--- src/rtl/rstseq_pkg.sv ---
// Shared types and constant helpers for the reset/boot sequencer.
// No logic lives here; everything is elaboration-time.
package rstseq_pkg;

  typedef enum logic [2:0] {
    HARD     = 3'd0,
    SOFT     = 3'd1,
    WAIT_ROM = 3'd2,
    RUN      = 3'd3
  } state_t;

  typedef enum logic [1:0] {
    CAUSE_POR  = 2'd0,
    CAUSE_HARD = 2'd1,
    CAUSE_DL   = 2'd2,
    CAUSE_CFG  = 2'd3
  } cause_t;

  // Ceiling log2, never below 1 so a counter always has at least one bit.
  function automatic int clog2_min1(input int value);
    int r;
    r = 1;
    for (int i = 1; i < 31; i++) begin
      if ((1 << i) < value) r = i + 1;
    end
    return r;
  endfunction

  function automatic int max_int(input int a, input int b);
    return (a > b) ? a : b;
  endfunction

endpackage

--- src/rtl/rstseq_debounce.sv ---
// Button conditioner: 2-FF synchroniser, then output follows only after DEBOUNCE_CYCLES stable samples.
// Latency 2 + DEBOUNCE_CYCLES cycles; no flow control. Built only with RSTSEQ_DEBOUNCE_EN.
module rstseq_debounce
  import rstseq_pkg::*;
#(
  parameter int DEBOUNCE_CYCLES = 57272
) (
  input  logic clk,
  input  logic reset,
  input  logic btn_async_i,
  output logic btn_o
);

  localparam int DW = clog2_min1(DEBOUNCE_CYCLES);
  localparam logic [DW-1:0] LAST = DW'(DEBOUNCE_CYCLES - 1);

  logic [1:0]    sync_q;
  logic          stable_q, stable_d;
  logic [DW-1:0] cnt_q, cnt_d;

  // Counter tracks consecutive samples that disagree with the current output.
  always_comb begin
    stable_d = stable_q;
    cnt_d    = cnt_q;
    if (sync_q[1] == stable_q) begin
      cnt_d = '0;
    end else if (cnt_q == LAST) begin
      stable_d = sync_q[1];
      cnt_d    = '0;
    end else begin
      cnt_d = cnt_q + 1'b1;
    end
  end

  always_ff @(posedge clk) begin
    if (reset) begin
      sync_q   <= '0;
      stable_q <= 1'b0;
      cnt_q    <= '0;
    end else begin
      sync_q   <= {sync_q[0], btn_async_i};
      stable_q <= stable_d;
      cnt_q    <= cnt_d;
    end
  end

  assign btn_o = stable_q;

endmodule

--- src/rtl/reset_sequencer.sv ---
// Orders POR, OSD, download and config-change events into hard/soft core resets; outputs 1 cycle after the event.
// No flow control; optional button debouncer with `RSTSEQ_DEBOUNCE_EN.
module reset_sequencer
  import rstseq_pkg::*;
#(
  parameter int               CFG_W           = 4,
  parameter logic [CFG_W-1:0] CFG_MASK        = '1,
  parameter int               HARD_CYCLES     = 65536,
  parameter int               SOFT_CYCLES     = 16,
  parameter logic [7:0]       ROM_INDEX       = 8'd0,
  parameter int               REQUIRE_ROM     = 1,
  parameter int               DEBOUNCE_CYCLES = 57272
) (
  input  logic             clk,
  input  logic             reset,
  input  logic [CFG_W-1:0] cfg,
  input  logic             hard_req,
  input  logic             soft_req,
  input  logic             btn_req,
  input  logic             dl_active,
  input  logic [7:0]       dl_index,
  output logic             hard_reset,
  output logic             soft_reset,
  output logic             rom_loaded,
  output logic [2:0]       state,
  output logic [1:0]       cause
);

  localparam int CNT_W = clog2_min1(max_int(HARD_CYCLES, SOFT_CYCLES));
  localparam logic [CNT_W-1:0] HARD_LOAD = CNT_W'(HARD_CYCLES - 1);
  localparam logic [CNT_W-1:0] SOFT_LOAD = CNT_W'(SOFT_CYCLES - 1);

  state_t           state_q, state_d;
  cause_t           cause_q, cause_d;
  logic [CNT_W-1:0] cnt_q, cnt_d;
  logic             hard_q, soft_q;
  logic             rom_q, rom_d;
  logic [CFG_W-1:0] cfg_q;
  logic             dl_q;
  logic [7:0]       idx_q;

  logic btn_s;
  logic cfg_chg, hard_ev, soft_ev;

`ifdef RSTSEQ_DEBOUNCE_EN
  rstseq_debounce #(
    .DEBOUNCE_CYCLES(DEBOUNCE_CYCLES)
  ) u_debounce (
    .clk         (clk),
    .reset       (reset),
    .btn_async_i (btn_req),
    .btn_o       (btn_s)
  );
`else
  logic [1:0] btn_sync_q;
  logic       unused_debounce;

  // Debounce time is meaningless without the debouncer; fold it into a dead net.
  assign unused_debounce = ^32'(DEBOUNCE_CYCLES);

  always_ff @(posedge clk) begin
    if (reset) btn_sync_q <= '0;
    else       btn_sync_q <= {btn_sync_q[0], btn_req};
  end

  assign btn_s = btn_sync_q[1];
`endif

  always_comb begin
    cfg_chg = |((cfg ^ cfg_q) & CFG_MASK);
    hard_ev = hard_req | dl_active | cfg_chg;
    soft_ev = soft_req | btn_s;

    // Fall of dl_active lands while HARD is still counting out, so the ROM is in before SOFT ends.
    rom_d = rom_q | (dl_q & ~dl_active & (idx_q == ROM_INDEX));

    state_d = state_q;
    cnt_d   = cnt_q;
    cause_d = cause_q;

    if (hard_ev) begin
      state_d = HARD;
      cnt_d   = HARD_LOAD;
      if (dl_active)    cause_d = CAUSE_DL;
      else if (cfg_chg) cause_d = CAUSE_CFG;
      else              cause_d = CAUSE_HARD;
    end else begin
      case (state_q)
        HARD: begin
          if (cnt_q == '0) begin
            state_d = SOFT;
            cnt_d   = SOFT_LOAD;
          end else begin
            cnt_d = cnt_q - 1'b1;
          end
        end
        SOFT: begin
          if (soft_ev) begin
            cnt_d = SOFT_LOAD;
          end else if (cnt_q == '0) begin
            state_d = (rom_q || (REQUIRE_ROM == 0)) ? RUN : WAIT_ROM;
          end else begin
            cnt_d = cnt_q - 1'b1;
          end
        end
        WAIT_ROM: begin
          state_d = WAIT_ROM;
        end
        RUN: begin
          if (soft_ev) begin
            state_d = SOFT;
            cnt_d   = SOFT_LOAD;
          end
        end
        default: begin
          state_d = HARD;
          cnt_d   = HARD_LOAD;
        end
      endcase
    end
  end

  always_ff @(posedge clk) begin
    if (reset) begin
      state_q <= HARD;
      cnt_q   <= HARD_LOAD;
      cause_q <= CAUSE_POR;
      hard_q  <= 1'b1;
      soft_q  <= 1'b1;
      rom_q   <= 1'b0;
      cfg_q   <= cfg;
      dl_q    <= 1'b0;
      idx_q   <= 8'd0;
    end else begin
      state_q <= state_d;
      cnt_q   <= cnt_d;
      cause_q <= cause_d;
      hard_q  <= (state_d == HARD);
      soft_q  <= (state_d != RUN);
      rom_q   <= rom_d;
      cfg_q   <= cfg;
      dl_q    <= dl_active;
      if (dl_active) idx_q <= dl_index;
    end
  end

  assign hard_reset = hard_q;
  assign soft_reset = soft_q;
  assign rom_loaded = rom_q;
  assign state      = state_q;
  assign cause      = cause_q;

endmodule
--- config.mk ---
export PLATFORM = sky130hd
export DESIGN_NAME = reset_sequencer
export DESIGN_NICKNAME = d
export VERILOG_FILES = /design/src/rtl/rstseq_pkg.sv /design/src/rtl/rstseq_debounce.sv /design/src/rtl/reset_sequencer.sv
export SDC_FILE = /design/constraint.sdc
export NUM_CORES = 1
export LEC_CHECK = 0
export CORE_AREA = 2 2 88 90
export DETAILED_ROUTE_END_ITERATION = 8
export DIE_AREA = 0 0 90 92
export RECOVER_POWER = 100
export SLEW_MARGIN = 20
export SYNTH_ARGS = -nofsm -noshare
export SYNTH_HDL_FRONTEND = slang
export SYNTH_HIERARCHICAL = 1
export SYNTH_SLANG_ARGS = --single-unit
--- constraint.sdc ---
create_clock -name clk -period 2.6 [get_ports clk]
set_input_delay 0.78 -clock clk [delete_from_list [all_inputs] [get_ports clk]]
set_output_delay 0.78 -clock clk [all_outputs]
set_load 0.01 [all_outputs]
## After elaboration in Yosys (flattened, before gate mapping)

Index checks and enable logic that the tools add are counted.

- $add $sub $neg: 1
- Multiply operators: 0
- Div/mod/pow operators: 0
- $lt $le $gt $ge: 0
- Equality and inequality tests: 6
- Shift operators: 0
- Mux-type cells: 14
- Bitwise logic cells: 9
- Reduce and logical (&&, ||, !) cells: 7

Operator list:

| operator | count |
|---|---|
| 16-bit 2-to-1 mux | 4 |
| 16-bit one-hot mux with 4 select lines | 1 |
| 16-bit logical NOT | 1 |
| 16-bit by 1-bit subtractor with 16-bit output, second input constant | 1 |
| 3-bit 2-to-1 mux | 5 |
| 3-bit one-hot mux with 4 select lines | 1 |
| 8-bit logical NOT | 1 |
| 3-bit by 2-bit == test with 1-bit output, second input constant | 2 |
| 3-bit logical NOT | 2 |
| 2-bit 2-to-1 mux | 2 |
| 1-bit OR | 4 |
| 4-bit OR reduction | 1 |
| 4-bit XOR | 1 |
| 3-bit by 1-bit == test with 1-bit output, second input constant | 1 |
| 3-bit by 2-bit != test with 1-bit output, second input constant | 1 |
| 3-bit != test, second input constant | 1 |
| 3-bit AND reduction | 1 |
| 1-bit AND | 2 |
| 2-bit != test, second input constant | 1 |
| 1-bit inverter | 2 |
| 2-bit OR reduction | 1 |
| 1-bit 2-to-1 mux | 1 |

- Register bits: 39
- Latch bits: 0
- Memory bits (writable): 0
- ROM bits: 0
- Input bits: 18
- Memories kept: 0

## Logic depth before layout (Yosys ltp)

- Depth in word-level cells: 6
- Gate-level depth with buffers: 10
- Depth with buffers taken out: 7

## Least setup slack after synthesis

No wires, ideal clock.

- Kind: input -> register
- Start: input cfg[3]
- End: register cnt_q[10]
- Library setup time: 0.122 ns
- Data arrival time: 2.299 ns
- Required time: 2.478 ns
- Slack: 0.179 ns
- Cell stages on the path: 6
- Buffers on the path: 1
- Cell sequence: xor2_1 nor4_1 nor4b_4 nand2b_1 clkbuf_1 a221o_1

- Word-level cells in the longest chain between the ends: 4

RTL lines:

| item | RTL line | source |
|---|---|---|
| start, declared | reset_sequencer.sv:16 | `input logic [CFG_W-1:0] cfg,` |
| 4-bit XOR | reset_sequencer.sv:70 | `cfg_chg = \|((cfg ^ cfg_q) & CFG_MASK);` |
| 4-bit OR reduction | reset_sequencer.sv:70 |  |
| 1-bit OR | reset_sequencer.sv:71 | `hard_ev = hard_req \| dl_active \| cfg_chg;` |
| 2-bit OR reduction (no line) | n/a |  |
| end signal, assigned | reset_sequencer.sv:136 | `cnt_q <= cnt_d;` |
| end, declared | reset_sequencer.sv:35 | `logic [CNT_W-1:0] cnt_q, cnt_d;` |

No other way between the ends.
A chain may end at the register's enable or synchronous reset.

## Worst setup path in the final report

- Start: register cnt_q[0]
- End: register cnt_q[5]

- Word-level cells in the longest chain between the ends: 4

RTL lines:

| item | RTL line | source |
|---|---|---|
| 16-bit by 1-bit subtractor with 16-bit output | reset_sequencer.sv:94, reset_sequencer.sv:103 |  |
| 16-bit 2-to-1 mux | reset_sequencer.sv:100 | `end else if (cnt_q == '0) begin` |
| 16-bit 2-to-1 mux | reset_sequencer.sv:98 | `if (soft_ev) begin` |
| 16-bit one-hot mux with 4 select lines | reset_sequencer.sv:88 | `case (state_q)` |

Several ways; a longest one is shown, not always the timed one. The select of a mux whose other input is x is not followed.

==> flow_summary.yaml <==
run_status:
  status: "finished, final reports clean"
setup_path:
  reg2reg_slack_ps: 190
  end_kind: "flip-flop"
  critical_path.endpoint: "cnt_q[5]"
  slowest_delay_ps: 450
  cp_num_cells: 8
  critical-path-top-delay-family: "simple AND/OR/NAND/NOR gates"
  worstSetupStartpoint: "cnt_q[0]"
  r2r_start: "cnt_q[0]"
  slowest_stage: "or3b_2"
  crit_chain: "inv_1, ha_1, or3b_2, or4_4, o21ai_2, nor2_1, buf_4, a221o_1"
  r2r_cells: 8
  critical_path_buf_inv_count: 2
  crit_path_start_kind: "flip-flop"
  required_ps: 2790
  r2r-end: "cnt_q[5]"
  crit_arrival_ps: 2600
  cp_max_fo: 7
  worstSetupPathType: "reg -> reg"
global_route:
  grt_overflow: 0
  grt_pass1_wl_um: 7130
  grt_max_degree: 26
  grt_usage_pct: 10.6
  antenna_found_initial: 0
  grt_pass1_vias: 1554
sta:
  fin_crit_sh_pct: 92.8
  hold_violations: 0
  hold_ws_ps: 444
  timing.fmax_ghz: 0.414
  skew_ps: 7.79
  min_period_ps: 2410
  fin_tns_setup_ps: 0
  rsz0062_at_grt: "no"
  final_max_slew_viol_count: 0
  relSlewSlack_pct: 52.2
  finalSetupViolations: 0
  worst_pin_slew_ps: 717
clock_tree:
  insertion_delay_ps: 300
  hold_buffers: 0
  cts_resized: 0
  cts_buffers: 5
  cts_setup_buffers: 0
  cts_tree: "yes"
  htree_levels: 2
  path_clk_slew_ps: 90
  ctsLongestPathBuffers: 2
  clock-sinks: 39
  root_buffer: "clkbuf_8"
detailed_routing:
  first_pass_iters: 4
  antenna_left: 0
  via_count: 1534
  drc: 0
  drtIter0Drc: 101
  wire_per_inst_um: 12.1
  via_per_inst: 4.61
  routed_wl_um: 4030
flow_run:
  maxCapViolCount: 0
final_layout:
  design_area_um2: 2310
  fillers: 809
  ff_latch_area_um2: 781
  syn2layout_area_growth_pct: 28.1
  fin_nets: 250
  drive_gt1_share_pct: 10.8
  antenna_cells: 0
  multi_input_area_um2: 925
  stdcell_count: 333
synthesis:
  synth_edf_count: 0
  ys_async_sr_fraction_pct: 0
  ys_ff_latch: 39
  syn_inst: 193
  synth_top_cell_by_area: "dfxtp_1"
  ys_seq_area_share_pct: 43.3
  ys_top_cells_by_area: "dfxtp_1, nor2_1, mux2i_1, a221o_1, a21o_1"
  synth-main-ff-cell: "dfxtp_1"
  synth_top_area_share_pct: 43.3
  synth.cell_area_um2: 1800
  syn-num-nets: 213
  synth_warnings: 6
  ys_types: 44
  synth.most_common_cell: "dfxtp_1"
  synth_area_per_cell_um2: 9.34
  synth_common_cells: "dfxtp_1, nor2_1, mux2i_1"
floorplan:
  dieArea_um2: 8280
  die_y_um: 92
  die_w_um: 90
  initial_core_util_pct: 24.2
  io_pins: 26
  core_um2: 7450
  rows: 32
place:
  globalplace.congestion: 0.778
  port_buffers: 25
  dpl.hpwl_um: 2870
  dp.cells: 325
  detailed_place.area_um2: 2230
pwr:
  power_mw: 1.15
  power_density_nw_per_um2: 497
  vdd_drop_max_mv: 0.357
  leakage_nw: 0.867
min_path:
  min_path_type: "reg -> reg"
[worst register-to-register path, cell delays in order, from the launching register on]
cell,delay [ps]
dfxtp_1,340
inv_1,100
ha_1,150
or3b_2,450
or4_4,450
o21ai_2,220
nor2_1,80
buf_4,170
a221o_1,340
[metrics by stage]
stage,util (%),worst slack (ps)
6_report,31.0,186
5_1_grt,31.0,29.4
4_1_cts,31.3,177
3_5_place_dp,30.0,-93.2
3_3_place_gp,30.0,-35.4
2_1_floorplan,-,179
[registers in the layout, indices dropped and copies added (netlist names)]
| register | flops |
|---|---|
| cause | 2 |
| dl_q | 1 |
| btn_sync_q | 2 |
| cnt_q | 16 |
| idx_q | 8 |
| state | 3 |
| cfg_q | 4 |
| soft_reset | 1 |
| hard_reset | 1 |
| rom_loaded | 1 |
[cell usage in the layout (no fill, tap or decap), types with 4 or more instances in the layout]
| cell | count |
|---|---|
| dfxtp_1 | 39 |
| nor2_1 | 26 |
| clkdlybuf4s50_1 | 15 |
| dlygate4sd3_1 | 10 |
| buf_4 | 9 |
| mux2i_1 | 8 |
| inv_1 | 7 |
| nor3_1 | 7 |
| nand2_1 | 7 |
| a21o_1 | 7 |
| o211ai_1 | 7 |
| a221o_1 | 7 |
| nor2b_1 | 6 |
| a31oi_1 | 6 |
| nor4_1 | 6 |
| a21oi_1 | 5 |
| clkbuf_8 | 5 |
| nand3b_1 | 4 |
| o21ai_0 | 4 |
| xor2_1 | 4 |
[worst min-delay path by stage]
| stage | start | to | slack [ps] | cells after the start |
|---|---|---|---|---|
| 3_5_place_dp | btn_sync_q[0] | btn_sync_q[1] | 420 | 1 |
| 2_1_floorplan | btn_sync_q[0] | btn_sync_q[1] | 410 | 1 |
| 6_report | btn_sync_q[0] | btn_sync_q[1] | 440 | 1 |
| 4_1_cts | btn_sync_q[0] | btn_sync_q[1] | 450 | 1 |
| 5_1_grt | btn_sync_q[0] | btn_sync_q[1] | 470 | 1 |
| 3_3_place_gp | btn_sync_q[0] | btn_sync_q[1] | 420 | 1 |
[logic make-up (layout without fill, tap and decap cells)]
| family | Yosys count | in the layout | synth area share [%] |
|---|---|---|---|
| compound gates | 50 | 50 | 21.0 |
| xor+xnor | 4 | 4 | 1.94 |
| fa+ha+maj | 2 | 2 | 1.39 |
| buf+inv | 16 | 54 | 4.93 |
| flops | 39 | 39 | 43.3 |
| mux | 8 | 8 | 4.44 |
| other cells | 1 | 1 | 0.208 |
| simple gates | 73 | 73 | 22.7 |
[per-layer routing]
layer | vias to the layer above | GRT usage, % | wire length, um
li1 | 786 | - | -
met1 | 698 | 12.5 | 1860
met2 | 42 | 18.1 | 1850
met3 | 8 | 3.53 | 264
met4 | 0 | 3.33 | 56
met5 | - | 0 | 0
[power by group]
group	internal, mW	switching (mW)	leakage (nW)
Combinational	0.0559	0.0439	0.506
Clock	0.192	0.234	0.0408
Sequential	0.614	0.00947	0.320
[final cells by class]
cell class | instances | share of cell area, %
clock buffer | 5 | 2.98
clock inverter | 3 | 1.03
tap | 102 | 5.53
sequential | 39 | 33.8
multi-input combinational | 138 | 40.1
timing repair buffer | 39 | 15.4
inverter | 7 | 1.14
Note: power is estimated with default switching activity, not from simulation.
==> RTL change (same settings) <==
The parameter `CFG_W` goes from 4 to 6.
--- a/src/rtl/reset_sequencer.sv
+++ b/src/rtl/reset_sequencer.sv
@@ -5,3 +5,3 @@
 #(
-  parameter int               CFG_W           = 4,
+  parameter int               CFG_W           = 6,
   parameter logic [CFG_W-1:0] CFG_MASK        = '1,
Ports: changed (resized cfg); port bits go from 26 to 28. The function was not compared with the original's and may differ.
==> RTL change against the original RTL <==
- final cell count fell by 0.30%
- routed wire length is 0.57% lower
- total power is 11% higher
- worst setup slack got worse by 0.019 ns
- non-clock buffer count down 2
- sequential cell count up 2
- hold slack better by 0.010 ns
- area after synthesis rose by 0.14%
- final area rose by 1.5%
- synthesized cell count grew 1.6%
- largest cell class unchanged
==> RTL change: results (changes against the original RTL) <==
** Synth
- Synth cell count leaders: sky130_fd_sc_hd__dfxtp_1 (41), sky130_fd_sc_hd__nor2_1 (24), sky130_fd_sc_hd__o21ai_0 (17), sky130_fd_sc_hd__nor3_1 (13), sky130_fd_sc_hd__a221o_1 (11) (was sky130_fd_sc_hd__dfxtp_1 (39), sky130_fd_sc_hd__nor2_1 (26), sky130_fd_sc_hd__mux2i_1 (8)).
- Number of different library cells in the post-synthesis netlist :: 39 (was 44)
- Mapped Nets :: 218 (was 213)
- The number of instances in the synthesized netlist came to 196 (was 193).
- The part of the Yosys area used for sequential elements is 45.5% (was 43.3%).

** Finish
- Nets :: 251 (was 250)
- Fraction of layout cells with a size suffix above 1 :: 9.13% (was 10.8%)
- Diode insertion count for antenna repair :: 0 (unchanged)
- Filler Cell Count :: 795 (was 809)

** Placement
- The post-detailed-placement cell area was 0.00222 mm^2 (was 0.00223 mm^2).
- GPL Wtd Cong :: 0.792 (was 0.778)
- Placed cell count :: 323 (was 325)
- The total of buffers placed on input and output ports was 27 (was 25).
- HPWL Detailed :: 2.74 mm (was 2.87 mm)

** GRT
- The global-route wire length before repair is 6.91 mm (was 7.13 mm).
- Met2 global-route usage :: 17.7% (was 18.1%)
- Vias in the first global route :: 1502 (was 1554)
- Met3 track demand over resource in global routing :: 2.55% (was 3.53%)
- The global-route track usage on met1 came to 11.9% (was 12.5%).
- Overall fraction of global-route tracks in use :: 10.1% (was 10.6%)
- The largest net degree at the start of global routing is 25 (was 26).

** Critical path
- Slowest cell on the critical path :: sky130_fd_sc_hd__o21ai_2 (was sky130_fd_sc_hd__or3b_2)
- The family with the most delay on the worst path was compound AO/OA/AOI/OAI gates (was simple AND/OR/NAND/NOR gates).
- Max incr delay on CP :: 0.51 ns (was 0.45 ns)
- Max FO, Critical Path :: 11 (was 7)

** Route
- The routed length on met3 was 169 um (was 264 um).
- Total routed wirelength :: 4.01 mm (was 4.03 mm)
- M1 WL :: 1.90 mm (was 1.86 mm)
- The via count normalized by instance count came to 4.63 (was 4.61).
- The wire length per cell is 12.1 um (about the same).
- Violation count after the first detailed-routing iteration :: 78 (was 101)
- The total met2 wirelength after detailed routing was 1.89 mm (was 1.85 mm).

** Outcome
- Outcome :: finished, final reports clean (unchanged)

** Power
- Reported leakage power :: 0.000842 uW (was 0.000867 uW)
- The peak supply drop is 0.000280 V (was 0.000357 V).

** STA
- The largest clock skew in the final design came to 0.0145 ns (was 0.00779 ns).
- The actual transition at the worst max-transition pin came to 0.639 ns (was 0.717 ns).
RTL change: cell types whose count changed after synthesis, sizes merged, moves of 3 or more:
cell    change
a21boi      -3
a21o        -7
a21oi       -3
a221o       +4
a31oi       -5
nand3       +3
nor3        +6
nor3b       +3
o211ai      -7
o21ai      +15
o21bai      -3
o31ai       +6
o41ai       +3
or4         -3
RTL change: report_power, final:
group | switching, uW | internal [uW] | leakage [uW] | total, uW
clock network | 232 | 288 | 0.0000585 | 519
logic | 46.1 | 55.5 | 0.000447 | 102
registers | 9.79 | 645 | 0.000337 | 655
total | 287 | 989 | 0.000842 | 1280
RTL change: worst paths after layout:
path,start,end,slack [ns],cells past startpoint
max,cnt_q[0],cnt_q[8],0.17,7
min,btn_sync_q[0],btn_sync_q[1],0.45,1
max reg2reg,cnt_q[0],cnt_q[8],0.17,7
min reg2reg,btn_sync_q[0],btn_sync_q[1],0.45,1
RTL change: kinds of logic (layout without fill, tap and decap cells):
kind of cell	count (synthesis)	after routing	share of synthesized area (%)
AND/OR/NAND/NOR	72	72	20.9
flip-flops	41	41	45.5
buffers and inverters	17	50	4.72
multiplexers	8	8	4.44
other	1	1	0.208
AO/OA/AOI/OAI	49	50	19.9
XOR/XNOR	6	6	2.91
adder cells (fa/ha/maj)	2	2	1.39
RTL change: repair_timing:
action                     in CTS  in global routing
setup endpoints to repair       0                  8
hold endpoints to repair        0                  0
resized for setup               0                  1
hold buffers                    0                  0
RTL change: area by class of cell:
type	instances	area, um^2	share of cell area [%]
clock buffers	5	68.8	2.94
clock inverters	3	43.8	1.87
inverters	5	18.8	0.801
multi-input cells	139	912	38.9
flip-flops and latches	41	821	35.0
well taps	102	128	5.45
repair buffers	37	352	15.0
